--- src/rtl/stack_arb_pkg.sv ---
// Shared types and constants for the stack arbiter: op encoding, default sizes,
// and the pop-response bundle.
package stack_arb_pkg;

    localparam int STACK_N    = 16;
    localparam int STACK_R    = 4;
    localparam int STACK_W    = 32;
    localparam int STACK_ID_W = $clog2(STACK_R);

    localparam logic OP_PUSH = 1'b1;
    localparam logic OP_POP  = 1'b0;

    // Response bundle, sized for the default requester count and data width
    typedef struct packed {
        logic [STACK_ID_W-1:0] id;
        logic [STACK_W-1:0]    data;
    } rsp_t;

endpackage

--- src/rtl/stack_arb_if.sv ---
// Client-side request/response bus of the stack arbiter; master = clients,
// slave = arbiter.
interface stack_arb_if #(
    parameter int R    = 4,
    parameter int W    = 32,
    parameter int ID_W = $clog2(R)
);
    logic [R-1:0]    i_req_vld;
    logic [R-1:0]    i_req_op;
    logic [R*W-1:0]  i_req_data;
    logic [R-1:0]    o_req_rdy;
    logic            o_rsp_vld;
    logic [ID_W-1:0] o_rsp_id;
    logic [W-1:0]    o_rsp_data;

    modport master (
        output i_req_vld, i_req_op, i_req_data,
        input  o_req_rdy, o_rsp_vld, o_rsp_id, o_rsp_data
    );

    modport slave (
        input  i_req_vld, i_req_op, i_req_data,
        output o_req_rdy, o_rsp_vld, o_rsp_id, o_rsp_data
    );
endinterface

--- src/rtl/rr_arb.sv ---
// Round-robin arbiter: grants the first requester at or after the pointer and
// moves the pointer past the winner when the grant is taken.
module rr_arb #(
    parameter int R    = 4,
    parameter int ID_W = $clog2(R)
) (
    input  logic            clk,
    input  logic            rst,
    input  logic [R-1:0]    i_req,
    input  logic            i_adv,
    output logic [R-1:0]    o_gnt,
    output logic [ID_W-1:0] o_gnt_idx
);

    logic [ID_W-1:0] ptr_q;
    logic [ID_W-1:0] ptr_d;
    logic [ID_W-1:0] scan_idx_s;
    logic            found_s;

    // scan requesters starting at the pointer, first hit wins
    always_comb begin
        o_gnt      = '0;
        o_gnt_idx  = '0;
        found_s    = 1'b0;
        scan_idx_s = '0;
        for (int k = 0; k < R; k++) begin
            scan_idx_s = ID_W'((int'(ptr_q) + k) % R);
            if (!found_s && i_req[scan_idx_s]) begin
                found_s           = 1'b1;
                o_gnt[scan_idx_s] = 1'b1;
                o_gnt_idx         = scan_idx_s;
            end else begin
                found_s = found_s;
            end
        end
        if (i_adv && found_s) begin
            ptr_d = ID_W'((int'(o_gnt_idx) + 1) % R);
        end else begin
            ptr_d = ptr_q;
        end
    end

    // pointer register
    always_ff @(posedge clk) begin
        if (rst) begin
            ptr_q <= '0;
        end else begin
            ptr_q <= ptr_d;
        end
    end

endmodule

--- src/rtl/stack_arb.sv ---
// Shares one LIFO in external single-port SRAM among R requesters: round-robin
// grant, stack pointer/occupancy, SRAM drive and one-cycle pop response.
module stack_arb
    import stack_arb_pkg::*;
#(
    parameter int N      = STACK_N,
    parameter int R      = STACK_R,
    parameter int W      = STACK_W,
    parameter int ADDR_W = $clog2(N),
    parameter int CNT_W  = $clog2(N + 1),
    parameter int ID_W   = $clog2(R)
) (
    input  logic              clk,
    input  logic              rst,
    stack_arb_if.slave        bus,
    output logic              o_mem_wen,
    output logic              o_mem_ren,
    output logic [ADDR_W-1:0] o_mem_addr,
    output logic [W-1:0]      o_mem_wdata,
    input  logic [W-1:0]      i_mem_rdata,
    output logic [CNT_W-1:0]  o_count,
    output logic              o_full,
    output logic              o_empty
);

    logic [R-1:0]     elig_s;
    logic [R-1:0]     gnt_s;
    logic [ID_W-1:0]  gnt_idx_s;
    logic             gnt_vld_s;
    logic             push_s;
    logic             pop_s;
    rsp_t             rsp_s;

    logic [CNT_W-1:0] count_q, count_d;
    logic             full_q, full_d;
    logic             empty_q, empty_d;
    logic             rsp_vld_q, rsp_vld_d;
    logic [ID_W-1:0]  rsp_id_q, rsp_id_d;

    // a request competes only if the stack can serve it this cycle
    always_comb begin
        elig_s = '0;
        for (int i = 0; i < R; i++) begin
            elig_s[i] = bus.i_req_vld[i] &
                        ((bus.i_req_op[i] == OP_PUSH) ? ~full_q : ~empty_q);
        end
    end

    rr_arb #(.R(R), .ID_W(ID_W)) u_rr_arb (
        .clk       (clk),
        .rst       (rst),
        .i_req     (elig_s),
        .i_adv     (gnt_vld_s),
        .o_gnt     (gnt_s),
        .o_gnt_idx (gnt_idx_s)
    );

    // grant decode, SRAM drive and next occupancy
    always_comb begin
        gnt_vld_s     = (|gnt_s) & ~rst;
        push_s        = gnt_vld_s & (bus.i_req_op[gnt_idx_s] == OP_PUSH);
        pop_s         = gnt_vld_s & (bus.i_req_op[gnt_idx_s] == OP_POP);
        bus.o_req_rdy = gnt_vld_s ? gnt_s : '0;
        o_mem_wen     = push_s;
        o_mem_ren     = pop_s;
        o_mem_addr    = '0;
        o_mem_wdata   = '0;
        count_d       = count_q;
        if (push_s) begin
            o_mem_addr  = count_q[ADDR_W-1:0];
            o_mem_wdata = bus.i_req_data[int'(gnt_idx_s)*W +: W];
            count_d     = count_q + CNT_W'(1);
        end else if (pop_s) begin
            o_mem_addr  = ADDR_W'(count_q - CNT_W'(1));
            count_d     = count_q - CNT_W'(1);
        end else begin
            count_d     = count_q;
        end
        full_d    = (count_d == CNT_W'(N));
        empty_d   = (count_d == CNT_W'(0));
        rsp_vld_d = pop_s;
        rsp_id_d  = pop_s ? gnt_idx_s : rsp_id_q;
    end

    // occupancy, flags and response tracking
    always_ff @(posedge clk) begin
        if (rst) begin
            count_q   <= '0;
            full_q    <= 1'b0;
            empty_q   <= 1'b1;
            rsp_vld_q <= 1'b0;
            rsp_id_q  <= '0;
        end else begin
            count_q   <= count_d;
            full_q    <= full_d;
            empty_q   <= empty_d;
            rsp_vld_q <= rsp_vld_d;
            rsp_id_q  <= rsp_id_d;
        end
    end

    // SRAM read data arrives in the response cycle, so data passes straight through
    always_comb begin
        rsp_s.id       = rsp_id_q;
        rsp_s.data     = (rsp_vld_q & ~rst) ? i_mem_rdata : '0;
        bus.o_rsp_vld  = rsp_vld_q & ~rst;
        bus.o_rsp_id   = rsp_s.id;
        bus.o_rsp_data = rsp_s.data;
        o_count        = count_q;
        o_full         = full_q;
        o_empty        = empty_q;
    end

endmodule
--- src/flat_wrapper.sv ---
// flat-port wrapper written by rule: the top's interface ports become plain ports
module stack_arb_flat import stack_arb_pkg::*;
#(
    parameter int N      = STACK_N,
    parameter int R      = STACK_R,
    parameter int W      = STACK_W,
    parameter int ADDR_W = $clog2(N),
    parameter int CNT_W  = $clog2(N + 1),
    parameter int ID_W   = $clog2(R)
)
  (clk, rst, o_mem_wen, o_mem_ren, o_mem_addr, o_mem_wdata, i_mem_rdata, o_count, o_full, o_empty, bus_i_req_vld, bus_i_req_op, bus_i_req_data, bus_o_req_rdy, bus_o_rsp_vld, bus_o_rsp_id, bus_o_rsp_data);
  stack_arb_if #(.R(R), .W(W), .ID_W(ID_W)) bus_i ();
  input  logic clk;
  input  logic rst;
  output logic o_mem_wen;
  output logic o_mem_ren;
  output logic [ADDR_W-1:0] o_mem_addr;
  output logic [W-1:0] o_mem_wdata;
  input  logic [W-1:0] i_mem_rdata;
  output logic [CNT_W-1:0] o_count;
  output logic o_full;
  output logic o_empty;
  input wire logic [$bits(bus_i.i_req_vld)-1:0] bus_i_req_vld;
  input wire logic [$bits(bus_i.i_req_op)-1:0] bus_i_req_op;
  input wire logic [$bits(bus_i.i_req_data)-1:0] bus_i_req_data;
  output wire logic [$bits(bus_i.o_req_rdy)-1:0] bus_o_req_rdy;
  output wire logic [$bits(bus_i.o_rsp_vld)-1:0] bus_o_rsp_vld;
  output wire logic [$bits(bus_i.o_rsp_id)-1:0] bus_o_rsp_id;
  output wire logic [$bits(bus_i.o_rsp_data)-1:0] bus_o_rsp_data;
  assign bus_i.i_req_vld = bus_i_req_vld;
  assign bus_i.i_req_op = bus_i_req_op;
  assign bus_i.i_req_data = bus_i_req_data;
  assign bus_o_req_rdy = bus_i.o_req_rdy;
  assign bus_o_rsp_vld = bus_i.o_rsp_vld;
  assign bus_o_rsp_id = bus_i.o_rsp_id;
  assign bus_o_rsp_data = bus_i.o_rsp_data;
  stack_arb #(.N(N), .R(R), .W(W), .ADDR_W(ADDR_W), .CNT_W(CNT_W), .ID_W(ID_W)) u_core (.clk(clk), .rst(rst), .bus(bus_i), .o_mem_wen(o_mem_wen), .o_mem_ren(o_mem_ren), .o_mem_addr(o_mem_addr), .o_mem_wdata(o_mem_wdata), .i_mem_rdata(i_mem_rdata), .o_count(o_count), .o_full(o_full), .o_empty(o_empty));
endmodule
--- config.mk ---
export PLATFORM = sky130hd
export DESIGN_NAME = stack_arb_flat
export DESIGN_NICKNAME = d
export VERILOG_FILES = /design/src/rtl/stack_arb_pkg.sv /design/src/rtl/stack_arb_if.sv /design/src/rtl/rr_arb.sv /design/src/rtl/stack_arb.sv /design/src/flat_wrapper.sv
export SDC_FILE = /design/constraint.sdc
export NUM_CORES = 1
export LEC_CHECK = 0
export CAP_MARGIN = 20
export CORE_ASPECT_RATIO = 0.5
export CORE_MARGIN = 2
export CORE_UTILIZATION = 32
export CTS_BUF_LIST = sky130_fd_sc_hd__clkbuf_4
export CTS_CLUSTER_DIAMETER = 40
export DETAILED_ROUTE_END_ITERATION = 6
export GPL_TIMING_DRIVEN = 0
export HOLD_SLACK_MARGIN = 0.1
export PLACE_DENSITY_LB_ADDON = 0.2
export SETUP_SLACK_MARGIN = 0.1
export SLEW_MARGIN = 25
export SYNTH_ARGS = -nofsm -noshare
export SYNTH_HDL_FRONTEND = slang
export SYNTH_HIERARCHICAL = 1
export SYNTH_SLANG_ARGS = --single-unit
--- constraint.sdc ---
create_clock -name clk -period 7.76 [get_ports clk]
set_input_delay 1.552 -clock clk [delete_from_list [all_inputs] [get_ports clk]]
set_output_delay 1.552 -clock clk [all_outputs]
set_load 0.02 [all_outputs]
Word level (Yosys, flattened, before mapping)

Index checks and enable logic that the tools add are counted.

Add/sub/neg operators: 6
Order comparisons: 9
Equality and inequality tests: 1
Shift-type cells: 1
Multiplexer cells: 41
Bitwise logic cells: 15
Reduce and logical (&&, ||, !) cells: 13

Operators with widths:

| operator                                                               | number |
|---|---|
| 128-bit by 8-bit indexed part select with 32-bit output                | 1 |
| 32-bit 2-to-1 mux                                                      | 2 |
| 4-bit 2-to-1 mux                                                       | 7 |
| 1-bit 2-to-1 mux                                                       | 17 |
| 2-bit by 3-bit < comparator with 1-bit output (second input constant)  | 5 |
| 4-bit OR                                                               | 3 |
| 1-bit binary-select mux with 2-bit select                              | 5 |
| 5-bit 2-to-1 mux                                                       | 2 |
| 1-bit AND                                                              | 8 |
| 1-bit demux with 2-bit select                                          | 4 |
| 2-bit by 1-bit >= comparator with 1-bit output (second input constant) | 4 |
| 1-bit logical AND                                                      | 8 |
| 2-bit 2-to-1 mux                                                       | 4 |
| 5-bit by 1-bit adder with 5-bit output (second input constant)         | 1 |
| 5-bit == test (second input constant)                                  | 1 |
| 5-bit zero test                                                        | 1 |
| 5-bit by 1-bit subtractor with 5-bit output (second input constant)    | 1 |
| 2-bit by 1-bit adder with 2-bit output (second input constant)         | 2 |
| 2-bit adder (second input constant)                                    | 2 |
| 1-bit inverter                                                         | 4 |
| 4-bit OR reduction                                                     | 1 |
| 1-bit zero test                                                        | 3 |

Flip-flop bits (word level): 12
Output and inout port bits: 84
Word-level logic and storage cells: 92

Depth between registers and ports, before layout

Depth after elaboration: 22
Mapped depth: 17
Mapped depth without buffers: 13

Modules after synthesis

The synthesis kept the hierarchy.

By module, submodules not included:

| module    | times used | cells an instance | area each (um^2) |
|---|---|---|---|
| stack_arb | 1          | 197               | 1,921.8 |
| rr_arb    | 1          | 58                | 526.8 |

Worst setup path after synthesis

OpenSTA, ideal clock, no wires.

Path kind: input port to output port
From: in bus_i_req_op[2]
To: out o_mem_wdata[23]
Data arrival time: 4.619 ns
Data required time: 6.208 ns
Slack: 1.589 ns
Cell stages on the path: 13
Buffers on the path: 4
Cells stage by stage: mux2i_1 and2_1 buf_2 mux4_2 nor4b_1 a221o_1 nor4_1 or2_2 buf_2 inv_1 clkbuf_1 clkbuf_1 and3_1

Cells in the longest elaborated chain, start to end: 18

RTL lines:

| item                                      | RTL line           | RTL |
|---|---|---|
| start, declared                           | flat_wrapper.sv:24 | `input wire logic [$bits(bus_i.i_req_op)-1:0] bus_i_req_op;` |
| 1-bit 2-to-1 mux *                        | stack_arb.sv:45    | `((bus.i_req_op[i] == OP_PUSH) ? ~full_q : ~empty_q);` |
| 1-bit AND *                               | stack_arb.sv:44    | `elig_s[i] = bus.i_req_vld[i] &` |
| net u_core.elig_s[2]                      | stack_arb.sv:26    | `logic [R-1:0] elig_s;` |
| 1-bit binary-select mux with 2-bit select | rr_arb.sv:28       | `if (!found_s && i_req[scan_idx_s]) begin` |
| 1-bit 2-to-1 mux (implied by the code)    | rr_arb.sv:28       |  |
| 1-bit 2-to-1 mux                          | rr_arb.sv:28       |  |
| 1-bit zero test                           | rr_arb.sv:28       |  |
| 1-bit logical AND                         | rr_arb.sv:28       |  |
| (+5 left out)                             | n/a                |  |
| 1-bit logical AND                         | rr_arb.sv:28       |  |
| 4-bit 2-to-1 mux *                        | rr_arb.sv:28       |  |
| net u_core.gnt_s[3]                       | stack_arb.sv:27    | `logic [R-1:0] gnt_s;` |
| 4-bit OR reduction *                      | stack_arb.sv:60    | `gnt_vld_s = (\|gnt_s) & ~rst;` |
| 1-bit AND *                               | stack_arb.sv:60    |  |
| net u_core.gnt_vld_s                      | stack_arb.sv:29    | `logic gnt_vld_s;` |
| 1-bit AND *                               | stack_arb.sv:61    | `push_s = gnt_vld_s & (bus.i_req_op[gnt_idx_s] == OP_PUSH);` |
| 32-bit 2-to-1 mux *                       | stack_arb.sv:69    | `if (push_s) begin` |
| end, declared                             | flat_wrapper.sv:18 | `output logic [W-1:0] o_mem_wdata;` |

Mark *: on every way through the listed nets, which the timed path passes. The rest lies on a longest branch. The select of a mux whose other input is x is not followed.

Worst setup path after layout

From: in bus_i_req_op[2]
To: out o_mem_wdata[15]

Cells in the longest elaborated chain, start to end: 18

RTL lines:

| item                                      | RTL line |
|---|---|
| 1-bit 2-to-1 mux *                        | stack_arb.sv:45 |
| 1-bit AND *                               | stack_arb.sv:44 |
| net u_core.elig_s[2]                      | stack_arb.sv:26 |
| 1-bit binary-select mux with 2-bit select | rr_arb.sv:28 |
| 1-bit 2-to-1 mux (implied by the code)    | rr_arb.sv:28 |
| 1-bit 2-to-1 mux                          | rr_arb.sv:28 |
| 1-bit zero test                           | rr_arb.sv:28 |
| 1-bit logical AND                         | rr_arb.sv:28 |
| (+4 left out)                             | n/a |
| 1-bit zero test                           | rr_arb.sv:28 |
| 1-bit logical AND                         | rr_arb.sv:28 |
| 4-bit 2-to-1 mux *                        | rr_arb.sv:28 |
| net u_core.gnt_s[3]                       | stack_arb.sv:27 |
| 4-bit OR reduction *                      | stack_arb.sv:60 |
| 1-bit AND *                               | stack_arb.sv:60 |
| 1-bit AND *                               | stack_arb.sv:61 |
| 32-bit 2-to-1 mux *                       | stack_arb.sv:69 |

Marked as above.

==> impl_metrics.ini <==
[status]
status = finished clean

[detailed_routing]
routedWlPerCell_um = 16.0
avgViaCountPerCell = 5.09
route.vias.total = 3096
routed_wl_um = 9730
drt_iter0_drc = 115
ant_nets = 0
first_pass_iters = 4
drc = 0

[clock_network]
clk_latency_ps = 280
clkSinkCount = 12
cts_setup_buffers = 0
cts_tree = yes
root_buffer = clkbuf_4
htree_levels = 1
cts_resized = 1
path_clk_slew_ps = 80
holdBufCountCts = 0
numCtsBuffers = 3
clk_path_buf_depth = 2

[sta]
skew_ps = 0.628
period_minus_slack_ps = 7410
setup_viol = 0
rsz0062_at_grt = no
tightestPinTransition_ps = 794
fin_crit_sh_pct = 95.5
fmax_ghz = 0.135
drv_slew = 0
slew_headroom_pct = 47.0
fin_tns_setup_ps = 0
finalHoldViolations = 0

[synth]
yosysSeqAreaShare_pct = 9.81
synth_warnings = 6
synth.avg_cell_area_um2 = 9.60
ys_seq_elements = 12
synth.cell_area_um2 = 2450
synth-edff-count = 0
netlist_instances = 255
ys_types = 44
async_flop_share_pct = 0
syn-num-nets = 433
synth_flop_cell = dfxtp_1

[die]
die_area_um2 = 8410
io-pin-count = 254
row_count = 22
fp.coreArea_um2 = 7380
die_y_um = 65.9
start_util_pct = 33.2
fp.dieW_um = 128

[min_path]
whs_path_depth = 2
hp-start = u_core/bus.o_rsp_id[1]$_SDFFE_PP0N_
hp-class = flip-flop to flip-flop
holdPathEnd = u_core/bus.o_rsp_id[1]$_SDFFE_PP0N_

[layout]
layout_commonest_cell = clkdlybuf4s50_1
area_delta_synth_final_pct = 110
final_util_pct = 69.6
fin_nets = 691
filler_cell_count = 597
diodes = 0
drive_gt1_share_pct = 11.3
mostFrequentLayoutCells = clkdlybuf4s50_1 (253), and2_1 (37), mux4_2 (36), and3_1 (34)

[placed_design]
io_buffer_count = 253
hpwl_um = 8480
gp_congestion = 0.809

[setup_path]
cp_cell_sequence = clkdlybuf4s50_1 > mux2i_1 > and2_1 > buf_2 > mux4_2 > nor4b_2 > a221o_1 > nor4_1 > or2_2 > buf_2 > inv_1 > clkbuf_2 > clkbuf_1 > and3_1 > clkdlybuf4s50_1
cp.required_ps = 6210
slowest_stage = clkdlybuf4s50_1
ff2ff_path_depth = 15
path_max_fanout = 10
crit_arrival_ps = 5860
worstSetupPathType = primary input to output port
setup.worst_path.end_class = output port
cp-start-kind = primary input
rr_endpoint = u_core/u_rr_arb/ptr_q[1]$_SDFFE_PP0P_
r2r_slack_ps = 3700
crit_family = buffers and inverters
startpoint = bus_i_req_op[2]
cp_slowest_stage_delay_ps = 670
cp_num_buf_inv = 7
reg2reg_from = u_core/u_rr_arb/ptr_q[1]$_SDFFE_PP0P_

[global_route]
grt_pass1_vias = 2979
grt_pass1_wl_um = 15000
grt_overflow = 0
grt_usage_pct = 22.7
grt_max_degree = 12
antenna_found_initial = 0

[power]
ir_drop_uv = 153
total_power_w = 0.00160
leakage_nw = 1.96
powerDensity_nw_per_um2 = 312

[flow_run]
max_cap_violations = 0
==> worst reg2reg max path, cell delays in order, from the launching register on <==
cell,delay (ps)
dfxtp_1,420
buf_2,240
inv_1,110
ha_1,400
mux4_2,460
nor4b_2,500
a221o_1,250
nor4_1,70
or2_2,260
buf_2,180
inv_1,100
clkbuf_2,230
clkbuf_2,270
o41a_1,200
nor2_1,40
a311oi_1,220
==> metal layers <==
| layer | GRT usage (%) | vias up | part of all wire, % | routed length, um |
|---|---|---|---|---|
| met1 | 25.6 | 1459 | 38 | 3740 |
| met2 | 43.2 | 135 | 51 | 4940 |
| met5 | 0 | - | 0 | 0 |
| met3 | 5.02 | 18 | 8.2 | 801 |
| met4 | 7.55 | 0 | 2.5 | 244 |
| li1 | - | 1484 | - | - |
==> worst max path at each step <==
stage	cells past startpoint	slack [ps]	to
floorplan	13	1590	o_mem_wdata[23]
global placement	15	-40	o_mem_wdata[27]
detailed placement	15	-40	o_mem_wdata[27]
CTS	15	180	o_mem_wdata[27]
global route	15	160	o_mem_wdata[16]
finish	15	350	o_mem_wdata[15]
==> synth_stat cells, types with 4 or more instances <==
master,number,share of area [%]
a221o_1,4,1.6
a22oi_1,4,1.2
and2_1,37,9.5
and3_1,34,8.7
clkbuf_1,19,2.9
dfxtp_1,12,9.8
ha_1,8,4.1
inv_1,8,1.2
mux2i_1,7,2.9
mux4_2,36,33
nand2_1,5,0.77
nor2_1,17,2.6
nor2b_1,8,2.0
o211ai_1,4,1.2
o21ai_0,5,1.0
xnor2_1,8,2.9
==> flip-flops by register name, indices dropped and copies added (netlist names) <==
| signal | flops |
|---|---|
| u_core/bus.o_rsp_id | 2 |
| u_core/o_count | 5 |
| u_core/o_empty | 1 |
| u_core/o_full | 1 |
| u_core/rsp_vld_q | 1 |
| u_core/u_rr_arb/ptr_q | 2 |
==> through the flow <==
step	cells	setup WS (ps)	instance area, um2	hold slack [ps]
finish	608	349	5140	500
global route	608	156	5140	540
CTS	608	182	5130	493
detailed placement	604	-44.2	5100	479
global placement	604	-40.3	5100	463
floorplan	255	1590	2450	546
==> cells by family after synthesis <==
group	count (synthesis)	synth area share (%)
adders and majority gates	8	4.09
AOI/OAI and AO/OA	32	10.2
DFF	12	9.81
muxes	45	38.0
buffers and inverters	34	6.34
and+or+nand+nor	115	28.4
xor gates and xnor gates	9	3.22
==> area by class of cell <==
cell class	instances	area, um2	area share, %
Tap cell	96	120	2.34
Clock inverter	1	3.75	0.0731
Timing Repair Buffer	253	2530	49.3
Multi-Input combinational cell	209	2060	40.1
Inverter	8	30.0	0.585
Clock buffer	3	22.5	0.438
Sequential cell	12	240	4.68
Buffer	26	128	2.48
==> report_power, final <==
part           switching [W]   total, W  internal (W)
clock              0.0000241  0.0000428     0.0000187
combinational       0.000689    0.00145      0.000757
sequential         0.0000287   0.000112     0.0000832
total               0.000741    0.00160      0.000859
No activity file was read; power rests on OpenSTA's default activity.
